$ cat src/rtl/mux_pkg.sv
// Shared types and constants for the 2:1 round-robin arbiter.
//   SEL_A / SEL_B : channel encodings used for sel, prio and out_src
//   src_t         : one-bit channel identifier
//   other_src()   : returns the opposite channel
package mux_pkg;

  typedef logic src_t;

  localparam src_t SEL_A = 1'b0;
  localparam src_t SEL_B = 1'b1;

  function automatic src_t other_src(input src_t s);
    return ~s;
  endfunction

endpackage

$ cat src/rtl/mux2to1_rr_arbiter_sat_counter.sv
// Saturating up-counter used to count accepted transfers per channel.
//   clk : clock, rising edge
//   rst : synchronous active-high reset, clears the count
//   inc : increment request for this cycle
//   cnt : current count, sticks at all-ones
module sat_counter #(
  parameter int unsigned CNT_W = 8
) (
  input  logic             clk,
  input  logic             rst,
  input  logic             inc,
  output logic [CNT_W-1:0] cnt
);

  localparam logic [CNT_W-1:0] CNT_MAX = '1;

  logic [CNT_W-1:0] cnt_q;
  logic [CNT_W-1:0] cnt_d;

  // Increment unless already at the ceiling
  always_comb begin
    cnt_d = cnt_q;
    if (inc && (cnt_q != CNT_MAX)) begin
      cnt_d = cnt_q + CNT_W'(1);
    end
  end

  always_ff @(posedge clk) begin
    if (rst) begin
      cnt_q <= '0;
    end else begin
      cnt_q <= cnt_d;
    end
  end

  assign cnt = cnt_q;

endmodule

$ cat src/rtl/mux2to1_rr_arbiter.sv
// Two-channel round-robin arbiter with a single-entry registered output stage.
// Drives the select of the downstream 2:1 mux and records the winning payload.
//   clk, rst               : clock, synchronous active-high reset
//   a_valid/a_data/a_ready : channel A producer handshake
//   b_valid/b_data/b_ready : channel B producer handshake
//   sel                    : combinational grant (0 = A, 1 = B), prio when idle
//   out_valid/out_data/out_src/out_ready : registered consumer handshake
//   a_cnt, b_cnt           : saturating accepted-transfer counts
module mux2to1_rr_arbiter
  import mux_pkg::*;
#(
  parameter int unsigned WIDTH = 8,
  parameter int unsigned CNT_W = 8
) (
  input  logic             clk,
  input  logic             rst,
  input  logic             a_valid,
  input  logic [WIDTH-1:0] a_data,
  output logic             a_ready,
  input  logic             b_valid,
  input  logic [WIDTH-1:0] b_data,
  output logic             b_ready,
  output logic             sel,
  output logic             out_valid,
  output logic [WIDTH-1:0] out_data,
  output logic             out_src,
  input  logic             out_ready,
  output logic [CNT_W-1:0] a_cnt,
  output logic [CNT_W-1:0] b_cnt
);

  src_t             prio_q,      prio_d;
  logic             out_valid_q, out_valid_d;
  logic [WIDTH-1:0] out_data_q,  out_data_d;
  src_t             out_src_q,   out_src_d;

  src_t grant;
  logic can_load;
  logic a_acc;
  logic b_acc;
  logic accept;

  // Grant selection: a lone requester wins, contention goes to prio
  always_comb begin
    grant = prio_q;
    if (a_valid && !b_valid) begin
      grant = SEL_A;
    end else if (b_valid && !a_valid) begin
      grant = SEL_B;
    end
  end

  // Output slot is free if empty or being drained this cycle
  assign can_load = !out_valid_q || out_ready;

  // Readies are suppressed during reset so nothing is handed off that would be dropped
  assign a_acc  = !rst && can_load && a_valid && (grant == SEL_A);
  assign b_acc  = !rst && can_load && b_valid && (grant == SEL_B);
  assign accept = a_acc || b_acc;

  assign a_ready = a_acc;
  assign b_ready = b_acc;
  assign sel     = rst ? SEL_A : grant;

  // Output register and priority next-state
  always_comb begin
    prio_d      = prio_q;
    out_valid_d = out_valid_q;
    out_data_d  = out_data_q;
    out_src_d   = out_src_q;
    if (accept) begin
      out_valid_d = 1'b1;
      out_data_d  = (grant == SEL_B) ? b_data : a_data;
      out_src_d   = grant;
      prio_d      = other_src(grant);
    end else if (out_ready) begin
      out_valid_d = 1'b0;
    end
  end

  always_ff @(posedge clk) begin
    if (rst) begin
      prio_q      <= SEL_A;
      out_valid_q <= 1'b0;
      out_data_q  <= '0;
      out_src_q   <= SEL_A;
    end else begin
      prio_q      <= prio_d;
      out_valid_q <= out_valid_d;
      out_data_q  <= out_data_d;
      out_src_q   <= out_src_d;
    end
  end

  assign out_valid = out_valid_q;
  assign out_data  = out_data_q;
  assign out_src   = out_src_q;

  sat_counter #(.CNT_W(CNT_W)) u_a_cnt (
    .clk (clk),
    .rst (rst),
    .inc (a_acc),
    .cnt (a_cnt)
  );

  sat_counter #(.CNT_W(CNT_W)) u_b_cnt (
    .clk (clk),
    .rst (rst),
    .inc (b_acc),
    .cnt (b_cnt)
  );

endmodule
$ cat config.mk
export PLATFORM = sky130hd
export DESIGN_NAME = mux2to1_rr_arbiter
export DESIGN_NICKNAME = d
export VERILOG_FILES = /design/src/rtl/mux_pkg.sv /design/src/rtl/mux2to1_rr_arbiter_sat_counter.sv /design/src/rtl/mux2to1_rr_arbiter.sv
export SDC_FILE = /design/constraint.sdc
export NUM_CORES = 1
export LEC_CHECK = 0
export CAP_MARGIN = 30
export CORE_MARGIN = 5
export CORE_UTILIZATION = 40
export CTS_CLUSTER_DIAMETER = 100
export DETAILED_ROUTE_END_ITERATION = 8
export GPL_ROUTABILITY_DRIVEN = 1
export PLACE_DENSITY = 0.75
export SETUP_SLACK_MARGIN = 0.4
export SYNTH_ARGS = -nofsm -noshare
export SYNTH_HDL_FRONTEND = slang
export SYNTH_HIERARCHICAL = 1
export SYNTH_SLANG_ARGS = --single-unit
$ cat constraint.sdc
create_clock -name clk -period 1.88 [get_ports clk]
set_clock_uncertainty 0.15 [all_clocks]
set_input_delay 0.47 -clock clk [delete_from_list [all_inputs] [get_ports clk]]
set_output_delay 0.47 -clock clk [all_outputs]
set_load 0.02 [all_outputs]
Word-level counts from Yosys, hierarchy flattened. Index checks and enable logic that the tools add are counted.

Add/subtract/negate cells: 2. Multiply operators: 0. Divide/modulo/power cells: 0. Order comparisons: 0. Equal/unequal tests: 2. Shift-type cells: 0. Mux-type cells: 6. Bitwise logic cells: 1. Reductions and logical operators: 16.

Operators with widths (count): $add 8x1->8 const B (2); $ne 8x8->1 const B (2); $logic_and 1x1->1 (9); $mux 8 (1); $mux 1 (5); $logic_not 1->1 (4); $logic_or 1x1->1 (2); $reduce_bool 2->1 (1); $not 1->1 (1).

Register bits: 27. Latch bits: 0. Memory bits (writable): 0. Bits in read-only memories: 0. Input port bits: 21. Output and inout port bits: 29. Logic and storage cells: 33. Memories: 0.

Depth between registers and ports, before layout. Gate-level depths: netlist (run 1).

Depth in word-level cells: 8. Mapped depth: 6. Gate-level depth less buffers: 6.

Hierarchy. Netlist (run 1), hierarchy kept.

By module, submodules not included: sat_counter (times used 2, cells each 46, area an instance 430.4 µm², seq. area each 160.2 µm²); mux2to1_rr_arbiter (times used 1, cells each 59, area an instance 541.8 µm², seq. area each 220.2 µm²).

Worst setup path before layout (run 1). No wires, ideal clock.

Path kind: input port to flip-flop. Start: input port a_valid. End: register u_b_cnt.cnt_q[3], in the netlist u_b_cnt/cnt[3]. Setup time: 69 ps. Data arrival time: 2053 ps. Data required time: 1661 ps. Setup slack: -392 ps. Stages on the path: 6. Buffers on the path: 0. Cells stage by stage: inv_1 -> o21ai_0 -> nor3_1 -> nand4_1 -> or3_2 -> o21ai_1.

Longest elaborated chain between the ends: 6. Elaborated cells on any way between the ends: 7. Those cells by class: mux (2); reduce/logical (5).

Ends and longest elaborated chain: start: declaration (line mux2to1_rr_arbiter.sv:17) `input logic a_valid,`; $logic_not 1->1 (line mux2to1_rr_arbiter.sv:48) `end else if (b_valid && !a_valid) begin`; $logic_and 1x1->1 (line mux2to1_rr_arbiter.sv:48); $mux 1 (line mux2to1_rr_arbiter.sv:48); $mux 1 * (line mux2to1_rr_arbiter.sv:46) `if (a_valid && !b_valid) begin`; $logic_and 1x1->1 * (line mux2to1_rr_arbiter.sv:58) `assign b_acc = !rst && can_load && b_valid && (grant == SEL_B);`; net b_ready (line mux2to1_rr_arbiter.sv:22) `output logic b_ready,`; $logic_and 1x1->1 * (line mux2to1_rr_arbiter_sat_counter.sv:23) `if (inc && (cnt_q != CNT_MAX)) begin`; end signal: assignment (line mux2to1_rr_arbiter_sat_counter.sv:32) `cnt_q <= cnt_d;`; end: declaration (line mux2to1_rr_arbiter_sat_counter.sv:17) `logic [CNT_W-1:0] cnt_q;`.

Mark *: on every way through the listed nets, which the timed path passes. The rest lies on a longest branch. A chain may end at the register's enable or synchronous reset.

Worst setup path in the final report (run 1).
Start: register prio_q. End: output port a_ready.

Longest elaborated chain between the ends: 4.

Ends and longest elaborated chain: start: declaration (line mux2to1_rr_arbiter.sv:32) `src_t prio_q, prio_d;`; start signal: assignment (line mux2to1_rr_arbiter.sv:88) `prio_q <= prio_d;`; $mux 1 (line mux2to1_rr_arbiter.sv:48); $mux 1 (line mux2to1_rr_arbiter.sv:46); $not 1->1 (line mux2to1_rr_arbiter.sv:57) `assign a_acc = !rst && can_load && a_valid && (grant == SEL_A);`; $logic_and 1x1->1 (line mux2to1_rr_arbiter.sv:57); end: declaration (line mux2to1_rr_arbiter.sv:19) `output logic a_ready,`.

Every way passes these cells.

==> impl_metrics.sql, run 1 <==
INSERT INTO impl_metrics (metric_group, metric, value, unit) VALUES
('logic_synthesis', 'post-synth-top-area-fraction', '38.5', '%'),
('logic_synthesis', 'yosys.cell_types.count', '31', ''),
('hold_path', 'hold_depth', '2', ''),
('cts', 'clock_tree.htree_level_count', '1', ''),
('flow_run', 'maxCapViolations', '0', ''),
('cts', 'cts_inserted_buffers', '3', ''),
('die', 'top_level_ports', '50', ''),
('timing', 'tightestPinTransition', '0.376', 'ns'),
('setup_path', 'crit_path_max_incr_delay', '0.36', 'ns'),
('status', 'run_status', 'complete, but fails checks', ''),
('placement', 'dpl.hpwl', '2960', 'microns'),
('setup_path', 'worst_r2r_path_depth', '9', ''),
('drt', 'drt_pre_antenna_iters', '4', ''),
('cts', 'cts_tree', 'done', ''),
('grt', 'grt_pass1_wl', '6960', 'microns'),
('timing', 'report.final.hold_viol_count', '0', ''),
('setup_path', 'critPathArrivalTime', '1.29', 'ns'),
('logic_synthesis', 'synthCells', '151', ''),
('setup_path', 'cp.required', '1.26', 'ns'),
('setup_path', 'regToRegStartpoint', 'prio_q', ''),
('power', 'post-layout-total-power', '1.29', 'mW'),
('timing', 'setup_viol', '2', ''),
('cells_and_area', 'seq_area', '584', 'sq um'),
('logic_synthesis', 'yosys_register_bits', '27', ''),
('status', 'violated_checks', 'negative setup slack', ''),
('setup_path', 'worstReg2RegEnd', 'u_a_cnt/cnt[5]', ''),
('timing', 'number_of_max_slew_violations_in_the_final_report', '0', ''),
('cts', 'hold_buffers', '0', ''),
('drt', 'detail_route.wl_per_cell', '16.3', 'microns'),
('cts', 'clkSinkCount', '27', ''),
('setup_path', 'crit_start_category', 'flip-flop', ''),
('cts', 'clk_latency', '0.35', 'ns'),
('cells_and_area', 'fin_util', '79.4', '%'),
('drt', 'met3RoutedLength', '388', 'microns'),
('cells_and_area', 'fin_cells', '295', ''),
('die', 'width_of_the_chip', '69.2', 'microns'),
('hold_path', 'hold_path.class', 'reg2reg', ''),
('drt', 'highest-signal-layer', 'met4', ''),
('placement', 'detailed_place.area', '2190', 'sq um'),
('grt', 'grt_remaining_overflow', '0', ''),
('timing', 'period_minus_slack', '1.91', 'ns'),
('cells_and_area', 'postLayoutCellArea', '2670', 'sq um'),
('drt', 'wl_met1', '1790', 'microns'),
('logic_synthesis', 'yosys_warning_count', '6', ''),
('placement', 'gp_congestion', '0.844', ''),
('setup_path', 'critical_path_class', 'reg2out', ''),
('cts', 'cts_root_buf', 'sky130_fd_sc_hd__clkbuf_4', ''),
('die', 'placeableCoreArea', '3360', 'sq um'),
('grt', 'global_route.usage.total', '17.4', '%'),
('logic_synthesis', 'avgSynthCellArea', '9.29', 'sq um'),
('die', 'initial_core_util', '41.7', '%'),
('hold_path', 'hold_path_startpoint', 'out_src', ''),
('cells_and_area', 'antenna_cells_inserted', '0', ''),
('drt', 'route.detailed.drc', '0', ''),
('drt', 'via_count_of_the_routed_design', '1594', ''),
('hold_path', 'holdPathEnd', 'out_src', ''),
('setup_path', 'path_cells', 'buf_4 > nand2_8 > nand2_4 > nor3_4 > buf_6', ''),
('logic_synthesis', 'synthesis.nets', '174', ''),
('die', 'dieHeight', '69.2', 'microns'),
('logic_synthesis', 'synthDominantAreaCellType', 'sky130_fd_sc_hd__dfxtp_1', ''),
('drt', 'first_iter_violations', '118', ''),
('power', 'vdd.ir_drop.worst', '0.000465', 'V'),
('logic_synthesis', 'synth_sequential_area_ratio', '38.5', '%'),
('setup_path', 'worstSetupEndpointType', 'primary output', ''),
('timing', 'fin_crit_sh', '102', '%'),
('power', 'leakage_power_summed_over_all_cells', '1.12', 'nW'),
('power', 'pwr_density_cell', '482', 'nW/um^2'),
('cells_and_area', 'layout_net_count', '273', ''),
('cells_and_area', 'multi_input_area', '1000', 'sq um'),
('timing', 'relSlewSlack', '74.9', '%'),
('timing', 'worst_slack', '-0.0302', 'ns');
routing by layer:
metal  global-route usage [%]  vias to the layer above
met1                     19.0                      751
met3                     4.93                       15
met2                     31.3                       68
met5                        0                        -
met4                     7.38                        0
li1                         -                      760
state kept, by name, summed over array words and instances, names as in the netlist:
register     cells
out_data         8
u_a_cnt/cnt      8
u_b_cnt/cnt      8
out_src          1
out_valid        1
prio_q           1
timing repair:
action | CTS | global route
resized for setup | 206 | 47
setup endpoints to repair | 53 | 52
buffers inserted | 19 | 7
pin swaps | 8 | 7
gates cloned | 0 | 1
layout make-up:
type                       count  share of cell area [%]
clock buffer                   3                   0.843
clock inverter                 1                   0.281
inverter                       5                    1.17
multi-input combinational    114                    37.6
sequential                    27                    21.9
tap                           46                    2.16
timing repair buffer          99                    36.1
worst max-delay path by stage:
| stage | slack (ns) | to | cells past startpoint | start |
|---|---|---|---|---|
| 2_1_floorplan | 0.12 | u_a_cnt/cnt[0] | 5 | b_valid |
| 3_3_place_gp | -0.78 | sel | 5 | b_valid |
| 3_5_place_dp | -0.79 | a_ready | 6 | b_valid |
| 4_1_cts | -0.02 | sel | 4 | prio_q |
| 5_1_grt | -0.08 | sel | 4 | prio_q |
| 6_report | -0.03 | a_ready | 5 | prio_q |
per-stage QoR:
step                TNS, ns  hold slack, ns
detailed placement   -10.75           0.320
global placement      -9.90           0.335
CTS                 -0.0414           0.340
finish              -0.0514           0.339
global route         -0.149           0.375
floorplan                 0           0.392
Yosys cell counts:
cell                       count
sky130_fd_sc_hd__dfxtp_1      27
sky130_fd_sc_hd__a21oi_1      13
sky130_fd_sc_hd__a211oi_1     12
sky130_fd_sc_hd__nand2_1      12
sky130_fd_sc_hd__nor2_1       12
sky130_fd_sc_hd__mux2i_1      10
sky130_fd_sc_hd__nor3_1        7
sky130_fd_sc_hd__inv_1         5
sky130_fd_sc_hd__and4_1        4
sky130_fd_sc_hd__buf_6         4
sky130_fd_sc_hd__nand2b_1      4
sky130_fd_sc_hd__nand3_1       4
sky130_fd_sc_hd__nand4_1       4
sky130_fd_sc_hd__o21bai_1      4
sky130_fd_sc_hd__a21boi_0      2
sky130_fd_sc_hd__a21boi_4      2
sky130_fd_sc_hd__a311oi_1      2
sky130_fd_sc_hd__a31oi_1       2
sky130_fd_sc_hd__and2b_2       2
sky130_fd_sc_hd__and3_4        2
sky130_fd_sc_hd__ha_1          2
sky130_fd_sc_hd__mux2_4        2
sky130_fd_sc_hd__o21ai_0       2
sky130_fd_sc_hd__o21ai_1       2
sky130_fd_sc_hd__o311a_1       2
sky130_fd_sc_hd__or3_2         2
sky130_fd_sc_hd__clkbuf_1      1
sky130_fd_sc_hd__maj3_1        1
sky130_fd_sc_hd__nor2_2        1
sky130_fd_sc_hd__nor2b_4       1
sky130_fd_sc_hd__nor3_4        1
worst reg2reg max path, delay by kind of cell (launching register included):
kind | cells | cell delay [ns]
flip-flops | 1 | 0.36
AND/OR/NAND/NOR | 4 | 0.46
buffers and inverters | 3 | 0.50
AO/OA/AOI/OAI | 2 | 0.29
cells by family after synthesis:
group	Yosys count	share of synthesized area (%)
AND/OR/NAND/NOR	56	22.9
AO/OA/AOI/OAI	43	21.9
flip-flops	27	38.5
multiplexers	12	9.28
buffers and inverters	10	4.82
adder cells (fa/ha/maj)	3	2.50
where the power goes:
part | switching, mW | internal, mW
Combinational | 0.173 | 0.216
Sequential | 0.0219 | 0.597
Clock | 0.198 | 0.0818
No activity file was read; power rests on OpenSTA's default activity.
==> run 2: changes to the inputs <==
- CORE_ASPECT_RATIO: not set -> 1.75
- CORE_UTILIZATION: 40 -> 39
- SYNTH_HIERARCHICAL: 1 -> not set
==> run 2 against run 1 <==
- power rose by 4.3%
- cell count fell by 3.4%
- register-to-register slack hardly changed
- maximum frequency rose by 3.6%
- flip-flop and latch count stayed put
- sequential power about the same
- combinational power is 2% higher
- the flow now finishes without violations
- routed wire length grew 7.0%
==> impl_metrics.sql, run 2 <==
INSERT INTO impl_metrics (metric_group, metric, value, unit) VALUES
('status', 'run_status', 'finished, final reports clean', ''),
('die', 'width_of_the_chip', '54.0', 'microns'),
('drt', 'totalWireLength', '5140', 'microns'),
('setup_path', 'path_cells', 'buf_6 > or2b_1 > nand4_4 > inv_4 > buf_6', ''),
('hold_path', 'hold_path.class', 'reg2reg', ''),
('setup_path', 'crit_start_category', 'flip-flop', ''),
('logic_synthesis', 'synthDominantAreaCellType', 'sky130_fd_sc_hd__dfxtp_1', ''),
('timing', 'fin_crit_sh', '98.1', '%'),
('setup_path', 'regToRegSetupSlack', '0.05', 'ns'),
('placement', 'gp_congestion', '0.867', ''),
('logic_synthesis', 'yosys_register_bits', '27', ''),
('setup_path', 'critPathArrivalTime', '1.22', 'ns'),
('logic_synthesis', 'async_reset_ff_share', '0', '%'),
('placement', 'placed_cells', '257', ''),
('grt', 'grt_antenna_before_repair', '0', ''),
('logic_synthesis', 'synth_area_leaders', 'sky130_fd_sc_hd__dfxtp_1 41%, sky130_fd_sc_hd__mux2i_1 7.6%, sky130_fd_sc_hd__a211oi_1 6.8%', ''),
('placement', 'dpl.hpwl', '3140', 'microns'),
('setup_path', 'regToRegStartpoint', 'prio_q', ''),
('setup_path', 'crit_path_max_incr_delay', '0.34', 'ns'),
('placement', 'port_bufs', '49', ''),
('cells_and_area', 'layout.cells.most_common', 'sky130_fd_sc_hd__buf_4', ''),
('drt', 'drt_pre_antenna_iters', '4', ''),
('logic_synthesis', 'synth_enable_flop_cells', '0', ''),
('setup_path', 'worst_path_most_repeated_cell', 'sky130_fd_sc_hd__buf_6', ''),
('setup_path', 'critical_path_class', 'reg2out', ''),
('logic_synthesis', 'synthCells', '147', ''),
('cells_and_area', 'fin_cells', '285', ''),
('die', 'dieHeight', '87.1', 'microns'),
('logic_synthesis', 'synth.cell_area', '1320', 'sq um'),
('grt', 'global_route.usage.total', '20.0', '%'),
('logic_synthesis', 'dominant_cell_by_count_in_the_synthesized_netlist', 'sky130_fd_sc_hd__dfxtp_1', ''),
('cts', 'cts_root_buf', 'sky130_fd_sc_hd__clkbuf_8', ''),
('drt', 'route.antenna.remaining_nets', '0', ''),
('logic_synthesis', 'post-synth-top-area-fraction', '40.8', '%'),
('setup_path', 'critical_path.max_fanout', '2', ''),
('logic_synthesis', 'yosys.cell_types.count', '43', ''),
('die', 'top_level_ports', '50', ''),
('cts', 'cts_tree', 'done', ''),
('power', 'switching_part_of_the_total_power', '28.8', '%'),
('power', 'internal_power', '957', 'uW'),
('cells_and_area', 'drive_gt1_share', '62.9', '%'),
('power', 'share_seq_of_total_power', '46.1', '%'),
('setup_path', 'cp.required', '1.26', 'ns'),
('timing', 'tightestPinTransition', '0.345', 'ns'),
('cts', 'cts_inserted_buffers', '3', ''),
('cells_and_area', 'antenna_cells_inserted', '0', ''),
('cells_and_area', 'layout-area-overhead-vs-synth', '92.8', '%'),
('cts', 'cts.path.max_buffers', '2', ''),
('power', 'p_sw', '386', 'uW'),
('power', 'post-layout-total-power', '1.34', 'mW'),
('timing', 'setup_viol', '0', ''),
('power', 'p_clk_share', '24.4', '%'),
('logic_synthesis', 'synthTopCellsByCount', '27 x sky130_fd_sc_hd__dfxtp_1, 14 x sky130_fd_sc_hd__nor2_1, 12 x sky130_fd_sc_hd__a211oi_1', ''),
('flow_run', 'maxCapViolations', '0', ''),
('hold_path', 'hold_depth', '1', ''),
('die', 'rows', '28', ''),
('drt', 'detail_route.vias_per_cell', '5.65', ''),
('grt', 'grt_remaining_overflow', '0', ''),
('timing', 'maxClockFrequency', '542', 'MHz'),
('setup_path', 'worst-path-buf-inv', '3', ''),
('timing', 'period_minus_slack', '1.84', 'ns'),
('setup_path', 'worst_r2r_path_depth', '8', ''),
('timing', 'accumulated_negative_setup_slack', '0', 'ns'),
('hold_path', 'holdPathEnd', 'u_b_cnt.cnt[5]', ''),
('cts', 'worst_setup_hold_path_clk_slew', '0.09', 'ns'),
('power', 'pwr_density_cell', '526', 'nW/um^2'),
('grt', 'grt_pass1_wl', '7190', 'microns'),
('power', 'vdd.ir_drop.worst', '0.000399', 'V'),
('timing', 'relSlewSlack', '76.7', '%'),
('logic_synthesis', 'synthesis.nets', '170', ''),
('logic_synthesis', 'synth_ff_type', 'sky130_fd_sc_hd__dfxtp_1', ''),
('hold_path', 'hold_path_startpoint', 'u_b_cnt.cnt[5]', ''),
('cts', 'clk_latency', '0.27', 'ns'),
('setup_path', 'kind_of_cell_adding_the_most_delay_to_the_critical_path', 'flip-flops', ''),
('logic_synthesis', 'avgSynthCellArea', '9.01', 'sq um'),
('die', 'fp.dieArea', '4710', 'sq um'),
('timing', 'rsz0062_at_grt', 'true', ''),
('timing', 'report.final.hold_viol_count', '0', ''),
('grt', 'first_global_vias', '1550', ''),
('setup_path', 'worstSetupEndpointType', 'primary output', ''),
('drt', 'detail_route.wl_per_cell', '18.0', 'microns'),
('cells_and_area', 'layout_net_count', '264', ''),
('logic_synthesis', 'yosys_warning_count', '0', ''),
('logic_synthesis', 'synth_sequential_area_ratio', '40.8', '%'),
('grt', 'grt_start_max_net_pins', '22', ''),
('cts', 'clkSinkCount', '27', ''),
('timing', 'number_of_max_slew_violations_in_the_final_report', '0', ''),
('setup_path', 'worstReg2RegEnd', 'u_a_cnt.cnt[4]', ''),
('power', 'leakage_power_summed_over_all_cells', '1.08', 'nW'),
('setup_path', 'critical_path.slowest_cell', 'sky130_fd_sc_hd__dfxtp_2', ''),
('power', 'share_comb_of_total_power', '29.5', '%'),
('drt', 'route.detailed.drc', '0', ''),
('timing', 'timing.hold.ws', '0.337', 'ns'),
('cts', 'clock_tree.htree_level_count', '1', ''),
('cells_and_area', 'most_used_cells_in_the_layout_excluding_fill_and_tap_cells', '28 x sky130_fd_sc_hd__buf_4, 24 x sky130_fd_sc_hd__buf_6, 23 x sky130_fd_sc_hd__buf_2, 16 x sky130_fd_sc_hd__clkdlybuf4s50_1, 12 x sky130_fd_sc_hd__dfxtp_1', ''),
('drt', 'first_iter_violations', '28', ''),
('drt', 'via_count_of_the_routed_design', '1610', ''),
('cells_and_area', 'n_fill_cell', '218', ''),
('die', 'initial_core_util', '39.8', '%'),
('die', 'placeableCoreArea', '3330', 'sq um');
run 2: worst max-delay path by stage:
stage / depth (start not counted) / start / endpoint
6_report: 5 / prio_q / b_ready
5_1_grt: 8 / prio_q / u_a_cnt.cnt[4]
4_1_cts: 5 / prio_q / b_ready
3_5_place_dp: 6 / b_valid / a_ready
3_3_place_gp: 5 / b_valid / sel
2_1_floorplan: 4 / b_valid / sel
run 2: timing repair:
item | in CTS | in global routing
hold buffers | 0 | 0
gates resized for setup | 185 | 47
hold endpoints to repair | 0 | 0
setup buffers | 16 | 7
gates cloned | 1 | 0
setup endpoints to repair | 55 | 38
pin swaps | 27 | 22
run 2: routing by layer:
| layer | part of all wire, % | track usage (%) | up-vias |
|---|---|---|---|
| li1 | - | - | 745 |
| met1 | 37 | 23.5 | 798 |
| met2 | 55 | 36.8 | 54 |
| met3 | 5.3 | 2.06 | 13 |
| met4 | 2.7 | 5.44 | 0 |
| met5 | 0 | 0 | - |
run 2: layout make-up:
cell class	instances	area (sq um)	area share [%]
clock buffer	4	45.0	1.76
multi-input combinational	106	1040	40.8
timing repair buffer	93	791	31.0
sequential	27	574	22.5
inverter	10	45.0	1.76
tap	45	56.3	2.21
run 2: power by group through the flow:
stage               sequential, mW  combinational [mW]  clock, mW
finish                       0.619               0.397      0.327
global route                 0.622               0.418      0.355
CTS                          0.620               0.344      0.335
detailed placement           0.637               0.297          0
global placement             0.635               0.288          0
floorplan                    0.664               0.118          0
run 2: worst register-to-register path: stages (launching register included):
cell	delay, ns
sky130_fd_sc_hd__dfxtp_2	0.34
sky130_fd_sc_hd__buf_6	0.12
sky130_fd_sc_hd__a21boi_4	0.19
sky130_fd_sc_hd__buf_6	0.13
sky130_fd_sc_hd__buf_6	0.08
sky130_fd_sc_hd__nand4_1	0.21
sky130_fd_sc_hd__buf_4	0.24
sky130_fd_sc_hd__o211ai_1	0.17
sky130_fd_sc_hd__o31ai_1	0.11
run 2: cell families (layout without fill, tap and decap cells):
family                     Yosys count  in the layout  share of synthesized area, %
DFF                                 27             27                          40.8
muxes                               12             12                          9.26
and+or+nand+nor                     50             50                          20.9
buffers and inverters               15            107                          4.73
AOI/OAI and AO/OA                   40             41                          21.6
adders and majority gates            3              3                          2.65
run 2: stage by stage:
stage,setup slack [ns],area (sq um),util (%)
2_1_floorplan,0.171,1420,-
3_3_place_gp,-0.788,2080,62.6
3_5_place_dp,-0.772,2080,62.6
4_1_cts,0.0140,2300,69.2
5_1_grt,-0.0362,2550,76.7
6_report,0.0359,2550,76.7
